## config.mk

```make
export PLATFORM = sky130hd
export DESIGN_NAME = regfile_wb_arbiter
export DESIGN_NICKNAME = d
export VERILOG_FILES = /design/src/rtl/regfile_pkg.sv /design/src/rtl/wb_starve_counter.sv /design/src/rtl/regfile_wb_arbiter.sv
export SDC_FILE = /design/constraint.sdc
export NUM_CORES = 1
export LEC_CHECK = 0
export BUFFER_PORTS_ARGS = -buffer_cell sky130_fd_sc_hd__buf_2
export CAP_MARGIN = 40
export CORE_ASPECT_RATIO = 1.75
export CORE_MARGIN = 4
export CORE_UTILIZATION = 40
export CTS_BUF_LIST = sky130_fd_sc_hd__clkbuf_8
export DETAILED_ROUTE_END_ITERATION = 16
export PLACE_DENSITY = 0.69
export SYNTH_ARGS = -nofsm -noshare
export SYNTH_HDL_FRONTEND = slang
export SYNTH_HIERARCHICAL = 1
export SYNTH_SLANG_ARGS = --single-unit
export TNS_END_PERCENT = 100
```

## constraint.sdc

```tcl
create_clock -name clk -period 2.5 [get_ports clk]
set_input_delay 0.125 -clock clk [delete_from_list [all_inputs] [get_ports clk]]
set_output_delay 0.125 -clock clk [all_outputs]
set_load 0.01 [all_outputs]
```

## src/rtl/regfile_pkg.sv

```systemverilog
// Shared definitions for the regfile writeback path: default widths and grant encodings.
package regfile_pkg;

  localparam int DEF_REG_WIDTH      = 32;
  localparam int DEF_REG_DEPTH      = 32;
  localparam int DEF_REG_ADDR_WIDTH = 5;

  localparam logic LAST_ALU = 1'b0;
  localparam logic LAST_LSU = 1'b1;

  typedef enum logic [1:0] {
    GNT_NONE = 2'b00,
    GNT_ALU  = 2'b01,
    GNT_LSU  = 2'b10
  } gnt_e;

endpackage

```

## src/rtl/wb_starve_counter.sv

```systemverilog
// Saturating count of cycles the ALU has been held off; at_max forces an ALU grant.
module wb_starve_counter
  import regfile_pkg::*;
#(
  parameter int MAX_WAIT = 4
) (
  input  logic clk,
  input  logic reset_n,
  input  logic inc,
  input  logic clr,
  output logic at_max
);

  localparam int CW = $clog2(MAX_WAIT + 1);
  localparam logic [CW-1:0] MAX_CNT = CW'(MAX_WAIT);

  logic [CW-1:0] wait_cnt;

  function automatic logic [CW-1:0] sat_inc(input logic [CW-1:0] v);
    return (v == MAX_CNT) ? v : v + CW'(1);
  endfunction

  always_ff @(posedge clk or negedge reset_n) begin
    if (!reset_n) begin
      wait_cnt <= '0;
    end else if (clr) begin
      wait_cnt <= '0;
    end else if (inc) begin
      wait_cnt <= sat_inc(wait_cnt);
    end
  end

  assign at_max = (wait_cnt == MAX_CNT);

endmodule

```

## src/rtl/regfile_wb_arbiter.sv

```systemverilog
// Arbitrates ALU and LSU writebacks onto the single regfile write port, one registered stage.
// Define WB_RR_EN for round-robin arbitration; otherwise LSU has priority with a starvation guard.
module regfile_wb_arbiter
  import regfile_pkg::*;
#(
  parameter int REG_WIDTH      = DEF_REG_WIDTH,
  parameter int REG_DEPTH      = DEF_REG_DEPTH,
  parameter int REG_ADDR_WIDTH = DEF_REG_ADDR_WIDTH,
  parameter int MAX_WAIT       = 4
) (
  input  logic                      clk,
  input  logic                      reset_n,
  input  logic                      alu_valid,
  input  logic [REG_ADDR_WIDTH-1:0] alu_addr,
  input  logic [REG_WIDTH-1:0]      alu_data,
  output logic                      alu_ready,
  input  logic                      lsu_valid,
  input  logic [REG_ADDR_WIDTH-1:0] lsu_addr,
  input  logic [REG_WIDTH-1:0]      lsu_data,
  output logic                      lsu_ready,
  output logic                      RegWEn,
  output logic [REG_ADDR_WIDTH-1:0] addrD,
  output logic [REG_WIDTH-1:0]      dataD,
  output logic [REG_DEPTH-1:0]      wb_busy_mask
);

  gnt_e                      gnt_p0;
  logic                      accept_p0;
  logic [REG_ADDR_WIDTH-1:0] addr_p0;
  logic [REG_WIDTH-1:0]      data_p0;
  logic                      last_grant;

  logic                      vld_p1;
  logic [REG_ADDR_WIDTH-1:0] addr_p1;
  logic [REG_WIDTH-1:0]      data_p1;
  logic [REG_DEPTH-1:0]      mask_p1;

  function automatic logic [REG_DEPTH-1:0] onehot(input logic [REG_ADDR_WIDTH-1:0] a);
    logic [REG_DEPTH-1:0] m;
    m    = '0;
    m[a] = 1'b1;
    return m;
  endfunction

`ifndef WB_RR_EN
  logic at_max;
  logic unused_last_grant;

  wb_starve_counter #(.MAX_WAIT(MAX_WAIT)) u_starve (
    .clk     (clk),
    .reset_n (reset_n),
    .inc     (alu_valid && !alu_ready),
    .clr     (!alu_valid || alu_ready),
    .at_max  (at_max)
  );

  // last_grant only steers arbitration in round-robin builds
  assign unused_last_grant = last_grant;
`endif

  // Stage p0: combinational grant and beat selection
  always_comb begin
    gnt_p0 = GNT_NONE;
    if (!reset_n) begin
      gnt_p0 = GNT_NONE;
    end else if (alu_valid && !lsu_valid) begin
      gnt_p0 = GNT_ALU;
    end else if (lsu_valid && !alu_valid) begin
      gnt_p0 = GNT_LSU;
    end else if (alu_valid && lsu_valid) begin
`ifdef WB_RR_EN
      gnt_p0 = (last_grant == LAST_LSU) ? GNT_ALU : GNT_LSU;
`else
      gnt_p0 = at_max ? GNT_ALU : GNT_LSU;
`endif
    end
  end

  assign alu_ready = (gnt_p0 == GNT_ALU);
  assign lsu_ready = (gnt_p0 == GNT_LSU);
  assign accept_p0 = (gnt_p0 != GNT_NONE);
  assign addr_p0   = (gnt_p0 == GNT_ALU) ? alu_addr : lsu_addr;
  assign data_p0   = (gnt_p0 == GNT_ALU) ? alu_data : lsu_data;

  // Stage p1: registered regfile write port; x0 beats are accepted but never write
  always_ff @(posedge clk or negedge reset_n) begin
    if (!reset_n) begin
      vld_p1     <= 1'b0;
      addr_p1    <= '0;
      data_p1    <= '0;
      mask_p1    <= '0;
      last_grant <= LAST_LSU;
    end else begin
      vld_p1  <= accept_p0 && (addr_p0 != '0);
      mask_p1 <= (accept_p0 && (addr_p0 != '0)) ? onehot(addr_p0) : '0;
      if (accept_p0) begin
        addr_p1    <= addr_p0;
        data_p1    <= data_p0;
        last_grant <= (gnt_p0 == GNT_ALU) ? LAST_ALU : LAST_LSU;
      end
    end
  end

  assign RegWEn       = vld_p1;
  assign addrD        = addr_p1;
  assign dataD        = data_p1;
  assign wb_busy_mask = mask_p1;

endmodule

```

== Yosys cells after proc, flatten, opt, wreduce, memory -nomap -nowiden ==
Cells that the tools add are included.

* Muxes and demuxes: 13
* Reductions and logical operators: 14
* Magnitude comparators: 2
* Equal/unequal tests: 4
* $add $sub $neg: 1

{| class="wikitable"
|+ Operator list
! kind !! number
|-
| two-way mux 32 bit || 2
|-
| two-way mux 2 bit || 5
|-
| two-way mux 3 bit || 3
|-
| logical AND 1 bit || 6
|-
| < comparator 5 x 6 -> 1 bit (second input constant) || 1
|-
| demux 1 bit (select 5 bit) || 1
|-
| >= comparator 5 x 1 -> 1 bit (second input constant) || 1
|-
| two-way mux 5 bit || 1
|-
| nonzero test 5 bit || 1
|-
| nonzero test 2 bit || 2
|-
| adder 3 x 1 -> 3 bit (second input constant) || 1
|-
| == test 3 bit (second input constant) || 1
|-
| logical NOT 1 bit || 3
|-
| == test 2 x 1 -> 1 bit (second input constant) || 1
|-
| == test 2 bit (second input constant) || 1
|-
| != test 2 x 1 -> 1 bit (second input constant) || 1
|-
| AND reduction 2 bit || 1
|-
| logical OR 1 bit || 1
|-
| two-way mux 1 bit || 1
|}

* Bits of input ports: 78
* Register bits after elaboration: 73
* Output and inout port bits: 72
* Word-level logic and storage cells: 39

== Depth between registers and ports, before layout ==
Gate-level depths: netlist of run 1.

* Depth after elaboration: 13
* Gate-level depth with buffers: 10
* Mapped depth without buffers: 8

== Hierarchy ==
Netlist of run 1, hierarchy kept.

{| class="wikitable"
|+ Modules (own cells, without submodules)
! module !! cells each !! seq. area each (um2) !! area an instance (um2) !! instances
|-
| regfile_wb_arbiter || 347 || 1751.7 || 3299.4 || 1
|-
| wb_starve_counter || 18 || 75.1 || 192.7 || 1
|}

== Least setup slack after synthesis of run 1 ==
Ideal clock, no wire load.

* Path type: register to register
* Start point: reg u_starve.wait_cnt[0]
* End point: reg u_starve.wait_cnt[0]
* Setup slack: 0.337 ns
* Clock period less this slack: 2.163 ns
* Data required time: 2.375 ns
* Cell stages (with the launch flop): 11
* Path buffers: 2
* Arrival: 2.038 ns
* Library setup time: 0.125 ns
* Path through: dfrtp_1 > inv_1 > ha_1 > and2_1 > nor2b_1 > buf_4 > buf_2 > o21ai_0 > inv_1 > a21boi_2 > mux2_4

* Longest elaborated chain between the ends: 11
* Elaborated cells between the ends (all ways): 17
* Those cells by class: add/sub (1); eq/ne (3); mux (8); reduce/logical (5)

{| class="wikitable"
|+ RTL lines
! element !! RTL line !! text
|-
| start, declared || wb_starve_counter.sv:17 || <nowiki>logic [CW-1:0] wait_cnt;</nowiki>
|-
| start signal, assigned || wb_starve_counter.sv:29 || <nowiki>wait_cnt <= sat_inc(wait_cnt);</nowiki>
|-
| == test 3 bit (*) || wb_starve_counter.sv:33 || <nowiki>assign at_max = (wait_cnt == MAX_CNT);</nowiki>
|-
| via at_max || regfile_wb_arbiter.sv:46 || <nowiki>logic at_max;</nowiki>
|-
| two-way mux 2 bit || regfile_wb_arbiter.sv:74 || <nowiki>gnt_p0 = at_max ? GNT_ALU : GNT_LSU;</nowiki>
|-
| two-way mux 2 bit || regfile_wb_arbiter.sv:70 || <nowiki>end else if (alu_valid && lsu_valid) begin</nowiki>
|-
| two-way mux 2 bit || regfile_wb_arbiter.sv:68 || <nowiki>end else if (lsu_valid && !alu_valid) begin</nowiki>
|-
| two-way mux 2 bit || regfile_wb_arbiter.sv:66 || <nowiki>end else if (alu_valid && !lsu_valid) begin</nowiki>
|-
| two-way mux 2 bit || regfile_wb_arbiter.sv:64 || <nowiki>if (!reset_n) begin</nowiki>
|-
| == test 2 x 1 -> 1 bit || -- ||
|-
| logical NOT 1 bit || regfile_wb_arbiter.sv:52 || <nowiki>.inc (alu_valid && !alu_ready),</nowiki>
|-
| logical AND 1 bit || regfile_wb_arbiter.sv:52 ||
|-
| nonzero test 2 bit (no source line) || -- ||
|-
| AND reduction 2 bit (no source line) || -- ||
|}

Mark *: on every way through the listed nets, which the timed path passes. The rest lies on a longest branch. The select of a mux whose other input is x is not followed.
A chain may end at the register's enable or synchronous reset.

== Worst setup path after layout of run 1 ==
* Start point: reg u_starve.wait_cnt[0]
* End point: out lsu_ready

* Longest elaborated chain between the ends: 7

{| class="wikitable"
|+ RTL lines
! element !! RTL line !! text
|-
| == test 3 bit || wb_starve_counter.sv:33 ||
|-
| via at_max || regfile_wb_arbiter.sv:46 ||
|-
| two-way mux 2 bit || regfile_wb_arbiter.sv:74 ||
|-
| two-way mux 2 bit || regfile_wb_arbiter.sv:70 ||
|-
| two-way mux 2 bit || regfile_wb_arbiter.sv:68 ||
|-
| two-way mux 2 bit || regfile_wb_arbiter.sv:66 ||
|-
| two-way mux 2 bit || regfile_wb_arbiter.sv:64 ||
|-
| == test 2 bit || regfile_wb_arbiter.sv:80 || <nowiki>assign lsu_ready = (gnt_p0 == GNT_LSU);</nowiki>
|-
| end, declared || regfile_wb_arbiter.sv:20 || <nowiki>output logic lsu_ready,</nowiki>
|}

The timed path passes the listed nets, and every way through them passes these cells.

==> flow_results.org, run 1 <==
** Yosys
- Counting every instance in the synthesized netlist gives 365.
- Count of flip-flops with a built-in enable after synthesis :: 0
- In the post-synthesis netlist, the biggest area contributors are sky130_fd_sc_hd__dfrtp_1 52%, sky130_fd_sc_hd__a31oi_1 6.4%, sky130_fd_sc_hd__o21ai_0 5.4%, sky130_fd_sc_hd__nand3_1 5.2%, sky130_fd_sc_hd__a21oi_1 4.6%.
- Flops & latches, synth :: 73
- After synthesis the cells add up to 0.00349 mm^2.
- Share of synthesized registers carrying an async set or reset :: 1.00
- The share of the Yosys chip area taken by registers is 0.523.
- Yosys mapped the design onto 31 distinct sky130hd cell types.
- For this run, the leading register cell type out of synthesis is sky130_fd_sc_hd__dfrtp_1.
- When the netlist entered floorplanning its net count stood at roughly 450.
- Post-synth top area cell :: sky130_fd_sc_hd__dfrtp_1
- Yosys top cell area share :: 0.523
- Mean cell area of the mapped netlist :: 9.57 um^2
- For this run, the number of Yosys warnings is 6.

** STA
- The max-slew violation count is 0.
- Peak clock frequency supported by timing :: ~440 MHz
- Headroom to the max-slew limit :: 0.551
- For the pin with the worst max-slew slack, the measured transition is 0.674 ns.
- Hold violation count in the final report :: 0
- The clock arrives with between 0.009 and 0.01 ns of skew.
- Total Neg Setup Slack :: 0 ns
- Setup repair after global routing missed its margin :: false
- Final critical path time including I/O delays and setup :: around 2.3 ns
- Final setup viols :: 0
- Portion of the clock cycle consumed by the worst path in the final layout :: 0.915

** Worst setup path
- The worst register-to-register path ends at wb_busy_mask[24]$_DFF_PN0_.
- Crit path required time :: 2.38 ns
- The startpoint identified for the worst register-to-register timing path is u_starve/wait_cnt[0]$_DFFE_PN0P_.
- Startpoint of the most critical setup path :: u_starve/wait_cnt[0]$_DFFE_PN0P_
- Largest fanout on the critical path :: 53
- Sort of element at the start of the critical path :: flop
- Termination of the worst setup path :: lsu_ready
- Startpoint-to-endpoint class of the critical path :: flop to primary output
- Across all register-to-register paths, the minimum setup slack is between 0.4 and 0.5 ns.
- The worst setup path is captured at a primary output.
- R2R cell count :: 7
- Data arrival time at the worst-slack endpoint :: 2.16 ns

** Drt
- Vias after detailed routing :: 3422
- The first detailed-routing pass ran for 4 iterations.
- Routed WL per cell :: around 17 um
- Using the TritonRoute via totals, the vias-per-cell ratio works out to 5.48.
- Number of antenna-violating nets in the routed design :: 0
- Iteration-0 DRC Markers :: 253
- The routed design has 10700 um of wire.
- For this run, design rule violations remaining after detail routing come to 0.

** CTS
- Clock-pin slew was measured on the worst setup and hold paths at 0.07 ns.
- TritonCTS built the clock tree.
- Clock buffer depth :: 2
- Clock buffer count from CTS :: 9
- Worst-Skew Late Latency :: roughly 0.35 ns
- Sink Count :: 73
- The H-tree generated during clock tree synthesis spans 3 levels.
- In this run the clock root is driven by a sky130_fd_sc_hd__clkbuf_8.

** Flow run
- Across the run, the number of max-cap violations was 0.

** Status
- Outcome :: finished, final reports clean

** Global routing
- The number of antenna violations at the first check in global routing is 0.
- Wire length of the first global-routing pass :: 16900 um
- Number of global-route vias before repair :: 3385
- Across every metal layer, demand over resource in global routing totals 0.206.
- Pin count of the biggest net entering global routing :: 54
- After global routing the overflow that remains totals 0.

** Final layout
- In the layout the commonest cells are 148 x sky130_fd_sc_hd__buf_2, 73 x sky130_fd_sc_hd__dfrtp_1, 42 x sky130_fd_sc_hd__nor2_1, 38 x sky130_fd_sc_hd__o21ai_0.
- Share of post-route cells with drive strength above 1 :: 0.363
- Final design area excluding fillers :: 0.00450 mm^2
- Diodes inserted :: 0
- Number of nets in the final layout :: 584
- Counting the fill cells in the layout gives 822.
- From synthesis to final layout, the design area changed by 29.0%.
- Leaving out fill and tap cells, the most frequent cell in the layout is sky130_fd_sc_hd__buf_2.

** Floorplan
- The die covers 0.0103 mm^2.
- Area of the core region :: 0.00842 mm^2
- The initial utilization of the core area, before any placement, comes to 0.415.
- I/O pin cnt :: 150
- Die outline width :: roughly 79 um
- After floorplanning, the core was divided into 44 placement rows.
- The floorplan step set the die height to roughly 130 um.

** Place
- Dpl cell area :: 0.00427 mm^2
- GP Congestion :: 0.870
- Count of buffers from port buffering :: around 150
- Once detailed placement completed, the half-perimeter wirelength came to between 7000 and 8000 um.

** Hold path
- Hold/Removal Path Class :: input pin to flop

** Power
- In this run the static leakage power is 0.00206 uW.
- Power per unit of standard cell area :: 630 mW/mm^2
- Power comes to between 2000 and 3000 uW.
- Maximum resistive drop on vdd :: 0.372 mV
synthesized netlist by cell type (6+ instances only):
master and number:
sky130_fd_sc_hd__o21ai_0 38, sky130_fd_sc_hd__clkbuf_1 8, sky130_fd_sc_hd__nor2_1 42, sky130_fd_sc_hd__a21oi_1 32, sky130_fd_sc_hd__a31oi_1 36, sky130_fd_sc_hd__buf_4 6, sky130_fd_sc_hd__o211ai_1 9, sky130_fd_sc_hd__nand3_1 36
sky130_fd_sc_hd__buf_6 6, sky130_fd_sc_hd__nor2b_1 13, sky130_fd_sc_hd__nand4_1 17, sky130_fd_sc_hd__buf_2 13, sky130_fd_sc_hd__and2_1 6, sky130_fd_sc_hd__dfrtp_1 73, sky130_fd_sc_hd__o2111ai_1 6
cells by family (layout without fill, tap and decap cells):
group                    Yosys count  count (layout)  synth area share
AO/OA/AOI/OAI                    128             128             0.221
adder cells (fa/ha/maj)            2               2           0.00716
buffers and inverters             36             180            0.0627
flip-flops                        73              73             0.523
multiplexers                       2               2           0.00716
other                              1               1           0.00107
AND/OR/NAND/NOR                  123             123             0.178
worst min path at each step:
| stage | from | endpoint | slack [ns] | depth (start not counted) |
|---|---|---|---|---|
| 2_1_floorplan | reset_n | RegWEn$_DFF_PN0_ | -0.17 | 0 |
| 3_5_place_dp | reset_n | u_starve/wait_cnt[2]$_DFFE_PN0P_ | 0.08 | 1 |
| 5_1_grt | alu_data[9] | dataD[9]$_DFFE_PN0P_ | 0.03 | 3 |
| 3_3_place_gp | reset_n | u_starve/wait_cnt[2]$_DFFE_PN0P_ | 0.07 | 1 |
| 4_1_cts | alu_data[4] | dataD[4]$_DFFE_PN0P_ | 0.02 | 3 |
| 6_report | alu_data[4] | dataD[4]$_DFFE_PN0P_ | 0.04 | 3 |
per-stage QoR:
step	cells	utilization	hold WS (ns)	worst slack [ns]
after global placement	607	0.507	0.0696	0.551
after detailed placement	607	0.507	0.0790	0.470
after global routing	624	0.535	0.0267	0.0659
final	624	0.535	0.0383	0.213
after floorplan	365	-	-0.171	0.337
after CTS	624	0.534	0.0232	0.118
area by class of cell:
| class | count | area (um^2) | share of cell area |
|---|---|---|---|
| flip-flops and latches | 73 | 1830 | 0.406 |
| multi-input cells | 256 | 1460 | 0.324 |
| repair buffers | 161 | 845 | 0.188 |
| well taps | 115 | 144 | 0.0320 |
| clock buffers | 9 | 124 | 0.0275 |
| clock inverters | 7 | 93.8 | 0.0208 |
| inverters | 3 | 11.3 | 0.00250 |
routing by layer:
metal	track usage	vias to the layer above	wire (um)
li1	-	1619	-
met1	0.255	1618	4210
met2	0.339	161	5460
met3	0.0425	24	700
met4	0.0934	0	305
met5	0	-	0
registers in the layout (all words and copies together), names as in the netlist:
signal	flops
addrD	5
u_starve/wait_cnt	3
RegWEn	1
wb_busy_mask	32
dataD	32
power by group:
group,switching [uW],leakage (uW),internal [uW]
registers,45.4,0.000909,1270
logic,307,0.00104,199
clock network,456,0.000106,561
timing repair:
action,CTS,global route
resized for setup,0,1
hold endpoints to repair,24,0
endpoints found under the setup margin,0,1
hold buffers,1,0
buffers inserted,0,0
worst max-delay path: stages (launching register included):
cell,delay [ns]
sky130_fd_sc_hd__dfrtp_1,0.39
sky130_fd_sc_hd__inv_1,0.06
sky130_fd_sc_hd__ha_1,0.22
sky130_fd_sc_hd__and2_1,0.21
sky130_fd_sc_hd__nor2b_4,0.14
sky130_fd_sc_hd__buf_6,0.32
sky130_fd_sc_hd__nor2_1,0.14
sky130_fd_sc_hd__nor2b_1,0.16
sky130_fd_sc_hd__buf_2,0.15
Power figures use the tool's default switching activity.
==> run 2: changes to the inputs <==
--- a/config.mk
+++ b/config.mk
@@ -5,6 +5,7 @@
 export SDC_FILE = /design/constraint.sdc
 export NUM_CORES = 1
 export LEC_CHECK = 0
+export ABC_AREA = 1
 export BUFFER_PORTS_ARGS = -buffer_cell sky130_fd_sc_hd__buf_2
 export CAP_MARGIN = 40
 export CORE_ASPECT_RATIO = 1.75
@@ -12,7 +13,7 @@
 export CORE_UTILIZATION = 40
 export CTS_BUF_LIST = sky130_fd_sc_hd__clkbuf_8
 export DETAILED_ROUTE_END_ITERATION = 16
-export PLACE_DENSITY = 0.69
+export PLACE_DENSITY = 0.7
 export SYNTH_ARGS = -nofsm -noshare
 export SYNTH_HDL_FRONTEND = slang
 export SYNTH_HIERARCHICAL = 1
==> flow_results.org, run 2 <==
** Power
- Maximum resistive drop on vdd :: 0.384 mV (+3.0%)
- The leakage power of the design is 0.00229 uW (+11%).
- The power per cell area was 639 mW/mm^2 (+1.4%).

** Global routing
- The global-route wire length before repair came to 13700 um (-19%).
- Leftover overflow at the end of global routing :: 0 (unchanged)
- Total Routing Usage GR :: 0.176 (-0.0294)
- The pin count of the biggest net entering global routing came to 43 (-20%).
- Number of global-route vias before repair :: 2791 (-18%)
- Number of antenna violations at the first check in global routing :: 0 (unchanged)

** CTS
- Count of H-tree levels built during CTS :: 3 (unchanged)
- Worst-Skew Late Latency :: 0.35 ns (about the same)
- The number of setup buffers added after CTS was 0 (unchanged).
- Clock tree from TritonCTS :: built
- The total number of clock tree sinks is 73 (unchanged).
- The buffer levels on the longest clock path came to 2 (unchanged).
- Post-CTS clock slew at the launch and capture registers of the worst setup and hold paths :: 0.07 ns (about the same)
- Clock root cell :: sky130_fd_sc_hd__clkbuf_8
- The number of buffers inserted during clock tree synthesis is 9 (unchanged).

** Yosys
- The cell area after technology mapping came to 0.00325 mm^2 (-7.1%).
- Number of warnings printed during yosys synthesis :: 6 (unchanged)
- Flops & latches, synth :: 73 (unchanged)
- Top_reg_cell synth :: sky130_fd_sc_hd__dfrtp_1
- The share of flip-flops with an asynchronous set or reset after synthesis came to 1.00 (unchanged).
- Largest cells by area after synthesis :: sky130_fd_sc_hd__dfrtp_1 56%, sky130_fd_sc_hd__nand2_1 10%, sky130_fd_sc_hd__nor2_1 7.9%, sky130_fd_sc_hd__a31oi_1 6.2%, sky130_fd_sc_hd__inv_1 2.7%
- Instance count of the mapped netlist :: 359 (-1.6%)
- The number of enable flip-flop cells after synthesis was 0 (unchanged).
- Post-synthesis cell type count :: 29 (-6.5%)
- Among all cell types in the netlist, the one instantiated most often is sky130_fd_sc_hd__nand2_1.
- In the synthesized netlist, the cells that appear most often are 89 x sky130_fd_sc_hd__nand2_1, 73 x sky130_fd_sc_hd__dfrtp_1, 68 x sky130_fd_sc_hd__nor2_1, 32 x sky130_fd_sc_hd__a31oi_1, 23 x sky130_fd_sc_hd__inv_1.
- The largest total area in the synthesized netlist belongs to sky130_fd_sc_hd__dfrtp_1.
- The fraction of synthesized cell area taken by the top area cell type was 0.563 (+0.0397).
- The net count after synthesis came to 439 (-1.3%).
- The synthesized area divided by synthesized cell count came to 9.04 um^2 (-5.5%).
- The proportion of synthesized chip area in sequential cells was 0.563 (+0.0397).

** Floorplan
- I/O pin cnt :: 150 (unchanged)
- Row Count :: 43 (-2.3%)
- The die span in x came to 76.1 um (-3.2%).
- Area of the core region :: 0.00791 mm^2 (-6.1%)
- The die boundary height came to 127 um (-3.4%).
- The full die area came to 0.00968 mm^2 (-6.5%).
- Effective utilization at floorplan :: 0.410 (-0.00421)

** Final layout
- Area used by multi-input combinational logic :: 0.00121 mm^2 (-17%)
- Leaving out fill and tap cells, the most frequent cell in the layout is sky130_fd_sc_hd__buf_2.
- Diodes inserted :: 0 (unchanged)
- Number of nets in the final layout :: 589 (+0.86%)
- Compared with the post-synthesis result, the final layout area differs by 31.4%.
- Commonest non-fill, non-tap cells in the layout :: 148 x sky130_fd_sc_hd__buf_2, 88 x sky130_fd_sc_hd__nand2_1, 73 x sky130_fd_sc_hd__dfrtp_1, 68 x sky130_fd_sc_hd__nor2_1, 32 x sky130_fd_sc_hd__a31oi_1
- The share of the core filled with cells in the final layout came to 0.539 (+0.00470).
- The share of layout cells above drive strength 1 came to 0.397 (+0.0334).
- Sequential cell area :: 0.00183 mm^2 (unchanged)
- The total of fill cells in the finished design came to 782 (-4.9%).

** Hold path
- The min-delay analysis places its worst path in the category input pin to flop.
- Min-delay src :: alu_data[30]

** STA
- Setup clock skew after layout :: 0.00593 ns (-0.00317 ns)
- Setup repair after global routing left no endpoint under its margin.
- Hold violation count in the final report :: 0 (unchanged)
- Final setup viols :: 0 (unchanged)
- Number of pins with negative max-slew slack in the final report :: 0 (unchanged)
- The setup TNS is 0 ns (unchanged).
- The final worst-path cycle share is 0.901 (-0.0143).
- The final period demand of the worst path is 2.25 ns (-0.0356 ns).
- Minimum hold slack :: 0.0255 ns (-0.0128 ns)
- The highest attainable clock frequency came to 444 MHz (+1.6%).

** Place
- GP Congestion :: 0.870 (about the same)
- The detailed placer's ending HPWL was 6630 um (-13%).
- The count of input and output buffers was 149 (unchanged).

** Drt
- Residual DRC count :: 0 (unchanged)
- Vias after detailed routing :: 2893 (-15%)
- Post-DR vias/cell :: 4.79 (-13%)
- The routed length on met2 came to 4410 um (-19%).
- Iteration-0 DRC Markers :: 145 (-43%)
- The met1 wire length came to 3240 um (-23%).
- Initial DRT Pass Iterations :: 4 (unchanged)
- Max layer used :: met4
- The wire length reported by the detailed router was 8500 um (-20%).
- Amount of wire on met3 after detailed routing :: 577 um (-18%)
- Number of antenna-violating nets in the routed design :: 0 (unchanged)
- Routed WL per cell :: 14.1 um (-18%)

** Worst setup path
- The data arrival time of the critical path is 2.13 ns (-0.03 ns).
- Kind of end point of the critical path :: primary output
- The worst setup path is of the flop to primary output kind.
- Largest fanout on the critical path :: 42 (-21%)
- Sort of element at the start of the critical path :: flop
- Worst flop-to-flop path startpoint :: u_starve/wait_cnt[0]$_DFFE_PN0P_
- In this run the worst setup path begins at u_starve/wait_cnt[0]$_DFFE_PN0P_.
- Crit path required time :: 2.38 ns (about the same)

** Status
- Outcome :: finished, final reports clean

** Flow run
- The number of max-cap violations came to 0 (unchanged).
run 2: logic make-up (layout without fill, tap and decap cells):
kind of cell / Yosys count / in the layout / synth area share
AO/OA/AOI/OAI: 38 / 38 / 0.0763
other: 1 / 1 / 0.00116
AND/OR/NAND/NOR: 201 / 201 / 0.286
buffers and inverters: 44 / 199 / 0.0655
adder cells (fa/ha/maj): 2 / 2 / 0.00771
flip-flops: 73 / 73 / 0.563
run 2: per-stage QoR:
stage	area, um^2	power, uW	worst slack [ns]	std cells
2_1_floorplan	3250	1620	0.694	359
3_3_place_gp	4040	1840	0.482	586
3_5_place_dp	4060	1860	0.377	587
4_1_cts	4260	2770	0.0393	604
5_1_grt	4270	2880	0.0996	604
6_report	4270	2730	0.248	604
run 2: worst paths after layout:
path                                                    end  slack, ns  cells after the start
max reg2reg                      wb_busy_mask[15]$_DFF_PN0_       0.39                     12
max in group asynchronous              dataD[6]$_DFFE_PN0P_       1.53                      4
min                                   dataD[30]$_DFFE_PN0P_       0.03                      3
min in group asynchronous  u_starve/wait_cnt[1]$_DFFE_PN0P_       0.15                      2
min reg2reg                            addrD[1]$_DFFE_PN0P_       0.51                      2
max                                               alu_ready       0.25                      9
run 2: repair_timing:
item | 4_1_cts | 5_1_grt
setup endpoints to repair | 0 | 1
resized for setup | 0 | 2
hold endpoints to repair | 31 | 0
hold buffers | 1 | 0
run 2: routing by layer:
layer	vias to the layer above	track usage
met5	-	0
met4	0	0.0855
met3	21	0.0409
met2	112	0.302
met1	1317	0.206
li1	1443	-
run 2: report_power, final:
part | switching, uW | internal (uW) | total, uW
clock network | 439 | 460 | 899
logic | 300 | 200 | 501
registers | 51.3 | 1270 | 1330
run 2: critical path: stages (launching register included):
cell and delay (ns):
sky130_fd_sc_hd__dfrtp_1 0.40, sky130_fd_sc_hd__inv_1 0.09, sky130_fd_sc_hd__ha_1 0.20, sky130_fd_sc_hd__nand2_2 0.08, sky130_fd_sc_hd__inv_1 0.08, sky130_fd_sc_hd__inv_1 0.06, sky130_fd_sc_hd__nand2_4 0.11, sky130_fd_sc_hd__nand2_8 0.19
sky130_fd_sc_hd__inv_4 0.33, sky130_fd_sc_hd__buf_2 0.20
run 2: layout make-up:
type / instances / share of cell area
Sequential cell: 73 / 0.428
Multi-Input combinational cell: 242 / 0.283
Timing Repair Buffer: 154 / 0.188
Clock buffer: 9 / 0.0290
Inverter: 29 / 0.0285
Tap cell: 90 / 0.0264
Clock inverter: 7 / 0.0167
==> run 3: changes to the inputs <==
--- a/config.mk
+++ b/config.mk
@@ -13,7 +13,7 @@
 export CORE_UTILIZATION = 40
 export CTS_BUF_LIST = sky130_fd_sc_hd__clkbuf_8
 export DETAILED_ROUTE_END_ITERATION = 16
-export PLACE_DENSITY = 0.7
+export PLACE_DENSITY = 0.74
 export SYNTH_ARGS = -nofsm -noshare
 export SYNTH_HDL_FRONTEND = slang
 export SYNTH_HIERARCHICAL = 1
==> flow_results.org, run 3 (synthesis gave the netlist of run 2 again) <==
** Status
- Outcome :: finished, final reports clean

** Final layout
- Number of nets in the final layout :: 587 (-0.34%)
- The finished layout cell area was 0.00425 mm^2 (-0.38%).
- In the layout the commonest cells are 148 x sky130_fd_sc_hd__buf_2, 88 x sky130_fd_sc_hd__nand2_1, 73 x sky130_fd_sc_hd__dfrtp_1, 68 x sky130_fd_sc_hd__nor2_1, 32 x sky130_fd_sc_hd__a31oi_1.
- The share of layout cells above drive strength 1 is 0.395 (-0.00158).
- Most common library cell in the layout ignoring fill and taps :: sky130_fd_sc_hd__buf_2
- Diodes inserted :: 0 (unchanged)
- Area delta synth->final :: 30.9%

** Drt
- Iteration-0 DRC Markers :: 141 (-2.8%)
- Residual DRC count :: 0 (unchanged)
- Routed WL :: 8540 um (+0.47%)
- Vias after detailed routing :: 2962 (+2.4%)
- The number of antenna-violating nets in the routed design is 0 (unchanged).
- The number of iterations in the first detailed-routing pass is 4 (unchanged).
- The average vias per placed instance came to 4.93 (+2.9%).
- Routed WL per cell :: 14.2 um (+0.97%)

** Worst setup path
- The largest fanout of any net on the critical path is 42 (unchanged).
- Sort of element at the start of the critical path :: flop
- Crit path required time :: 2.38 ns (about the same)
- The data arrival time of the critical path came to 2.13 ns (about the same).
- Kind of end point of the critical path :: primary output
- Startpoint-to-endpoint class of the critical path :: flop to primary output

** Global routing
- Number of antenna violations at the first check in global routing :: 0 (unchanged)
- The fraction of met1 tracks used by global routing was 0.221 (+0.0150).
- The overall track demand over capacity in global routing is 0.186 (+0.00926).
- The met3 global-route usage was 0.0550 (+0.0141).
- The pin count of the biggest net entering global routing was 55 (+28%).
- Met2 usage :: 0.292 (-0.00960)
- The overall overflow remaining after global route is 0 (unchanged).
- Number of global-route vias before repair :: 2987 (+7.0%)
- The layer flagged by global routing as most heavily used is met2.
- Wire length of the first global-routing pass :: 14400 um (+5.7%)

** Place
- The weighted congestion reported at the end of routability-driven placement came to 0.870 (about the same).
- HPWL after detailed placement :: 6620 um (about the same)
- Setup slack at placement :: 0.365 ns (-0.0122 ns)
- Count of buffers from port buffering :: 149 (unchanged)
- Dpl cell area :: 0.00404 mm^2 (-0.37%)

** Floorplan
- Floorplan die height :: 127 um (unchanged)
- Effective utilization at floorplan :: 0.410 (unchanged)
- The die span in x was 76.1 um (unchanged).
- Row Count :: 43 (unchanged)
- The area inside the core boundary is 0.00791 mm^2 (unchanged).
- The full die area was 0.00968 mm^2 (unchanged).
- I/O pin cnt :: 150 (unchanged)

** CTS
- Sink Count :: 73 (unchanged)
- Post-CTS clock slew at the launch and capture registers of the worst setup and hold paths :: 0.07 ns (about the same)
- Clock root cell :: sky130_fd_sc_hd__clkbuf_8
- The number of setup buffers added after CTS was 0 (unchanged).
- The buffer levels on the longest clock path was 2 (unchanged).
- TritonCTS built the clock tree.
- Count of H-tree levels built during CTS :: 3 (unchanged)
- Worst-Skew Late Latency :: 0.34 ns (about the same)
- Clock buffer count from CTS :: 9 (unchanged)

** Power
- The total chip power was 2720 uW (about the same).
- The leakage power of the design was 0.00228 uW (-0.39%).
- The switching power as a share of total power was 0.283 (-0.00726).
- Proportion of power drawn by the clock network :: 0.330 (about the same)
- Power Internal :: 1950 uW (+0.97%)
- The net switching power was 770 uW (-2.6%).
- Power per unit of standard cell area :: 641 mW/mm^2 (+0.33%)
- Relative contribution of combinational cells to total power :: 0.184 (about the same)
- Maximum resistive drop on vdd :: 0.347 mV (-9.6%)
- The share of total power in sequential cells was 0.486 (about the same).

** STA
- Number of pins with negative max-slew slack in the final report :: 0 (unchanged)
- The worst hold margin is 0.0250 ns (-0.000578 ns).
- The setup TNS was 0 ns (unchanged).
- Portion of the clock cycle consumed by the worst path in the final layout :: 0.903 (+0.00208)
- Headroom to the max-slew limit :: 0.569
- The highest attainable clock frequency came to 443 MHz (-0.23%).
- Final critical path time including I/O delays and setup :: 2.26 ns (+0.00519 ns)
- Final worst-path setup slack :: 0.243 ns (-0.00519 ns)
- The count of endpoints failing hold in the final timing report was 0 (unchanged).
- Final setup viols :: 0 (unchanged)
- The largest clock skew in the final design came to 0.00603 ns (+0.0000995 ns).
- Setup repair after global routing missed its margin :: false
- Transition time at the pin with the least slew margin :: approximately 0.65 ns

** Hold path
- The min-delay analysis places its worst path in the category input pin to flop.

** Flow run
- Max-cap violations :: 0 (unchanged)
[run 3: changes by cell type in the layout (fill, tap and decap cells not counted), sizes merged]
cell,before,now
buf,153,151
inv,30,28
clkinv,3,4
clkbuf,9,10
clkinvlp,2,1
[run 3: per-layer routing]
layer	vias up	wire, um
met5	-	0
met4	0	360
met3	27	549
met2	127	4350
met1	1370	3280
li1	1438	-
[run 3: worst max-delay path: stages, from the launching register on]
cell                      delay (ns)
sky130_fd_sc_hd__dfrtp_1        0.40
sky130_fd_sc_hd__inv_1          0.09
sky130_fd_sc_hd__ha_1           0.18
sky130_fd_sc_hd__nand2_2        0.08
sky130_fd_sc_hd__inv_1          0.08
sky130_fd_sc_hd__inv_1          0.06
sky130_fd_sc_hd__nand2_4        0.12
sky130_fd_sc_hd__nand2_8        0.19
sky130_fd_sc_hd__inv_4          0.34
sky130_fd_sc_hd__buf_2          0.21
[run 3: power by group through the flow]
| stage | logic, uW | registers [uW] | clock network (uW) |
|---|---|---|---|
| floorplan | 226 | 1390 | 0 |
| global placement | 497 | 1340 | 0 |
| detailed placement | 507 | 1350 | 0 |
| CTS | 510 | 1320 | 928 |
| global route | 563 | 1340 | 978 |
| finish | 502 | 1320 | 898 |
[run 3: final timing paths]
| check | startpoint | end | slack (ns) | cells past startpoint |
|---|---|---|---|---|
| max in group asynchronous | reset_n | dataD[0]$_DFFE_PN0P_ | 1.33 | 3 |
| worst min register to register | addrD[1]$_DFFE_PN0P_ | addrD[1]$_DFFE_PN0P_ | 0.51 | 2 |
| worst max-delay path | u_starve/wait_cnt[0]$_DFFE_PN0P_ | alu_ready | 0.24 | 9 |
| worst max register to register | u_starve/wait_cnt[0]$_DFFE_PN0P_ | wb_busy_mask[10]$_DFF_PN0_ | 0.38 | 12 |
| worst min-delay path | alu_data[10] | dataD[10]$_DFFE_PN0P_ | 0.02 | 3 |
| min in group asynchronous | reset_n | addrD[3]$_DFFE_PN0P_ | 0.22 | 2 |
[run 3: cell type report]
cell class / count / area (um^2)
Sequential cell: 73 / 1830
Clock inverter: 5 / 56.3
Clock buffer: 10 / 138
Timing Repair Buffer: 152 / 786
Fill cell: 753 / 3660
Multi-Input combinational cell: 242 / 1210
Tap cell: 90 / 113
Inverter: 29 / 121
[run 3: through the flow]
| step | std cells | util |
|---|---|---|
| after floorplan | 359 | - |
| after global routing | 601 | 0.537 |
| after global placement | 585 | 0.511 |
| after CTS | 601 | 0.537 |
| after detailed placement | 585 | 0.511 |
| final | 601 | 0.537 |
[run 3: timing repair]
action / in CTS / in global routing
hold endpoints to repair: 19 / 0
hold buffers: 1 / 0
endpoints found under the setup margin: 0 / 1
gates resized for setup: 0 / 2
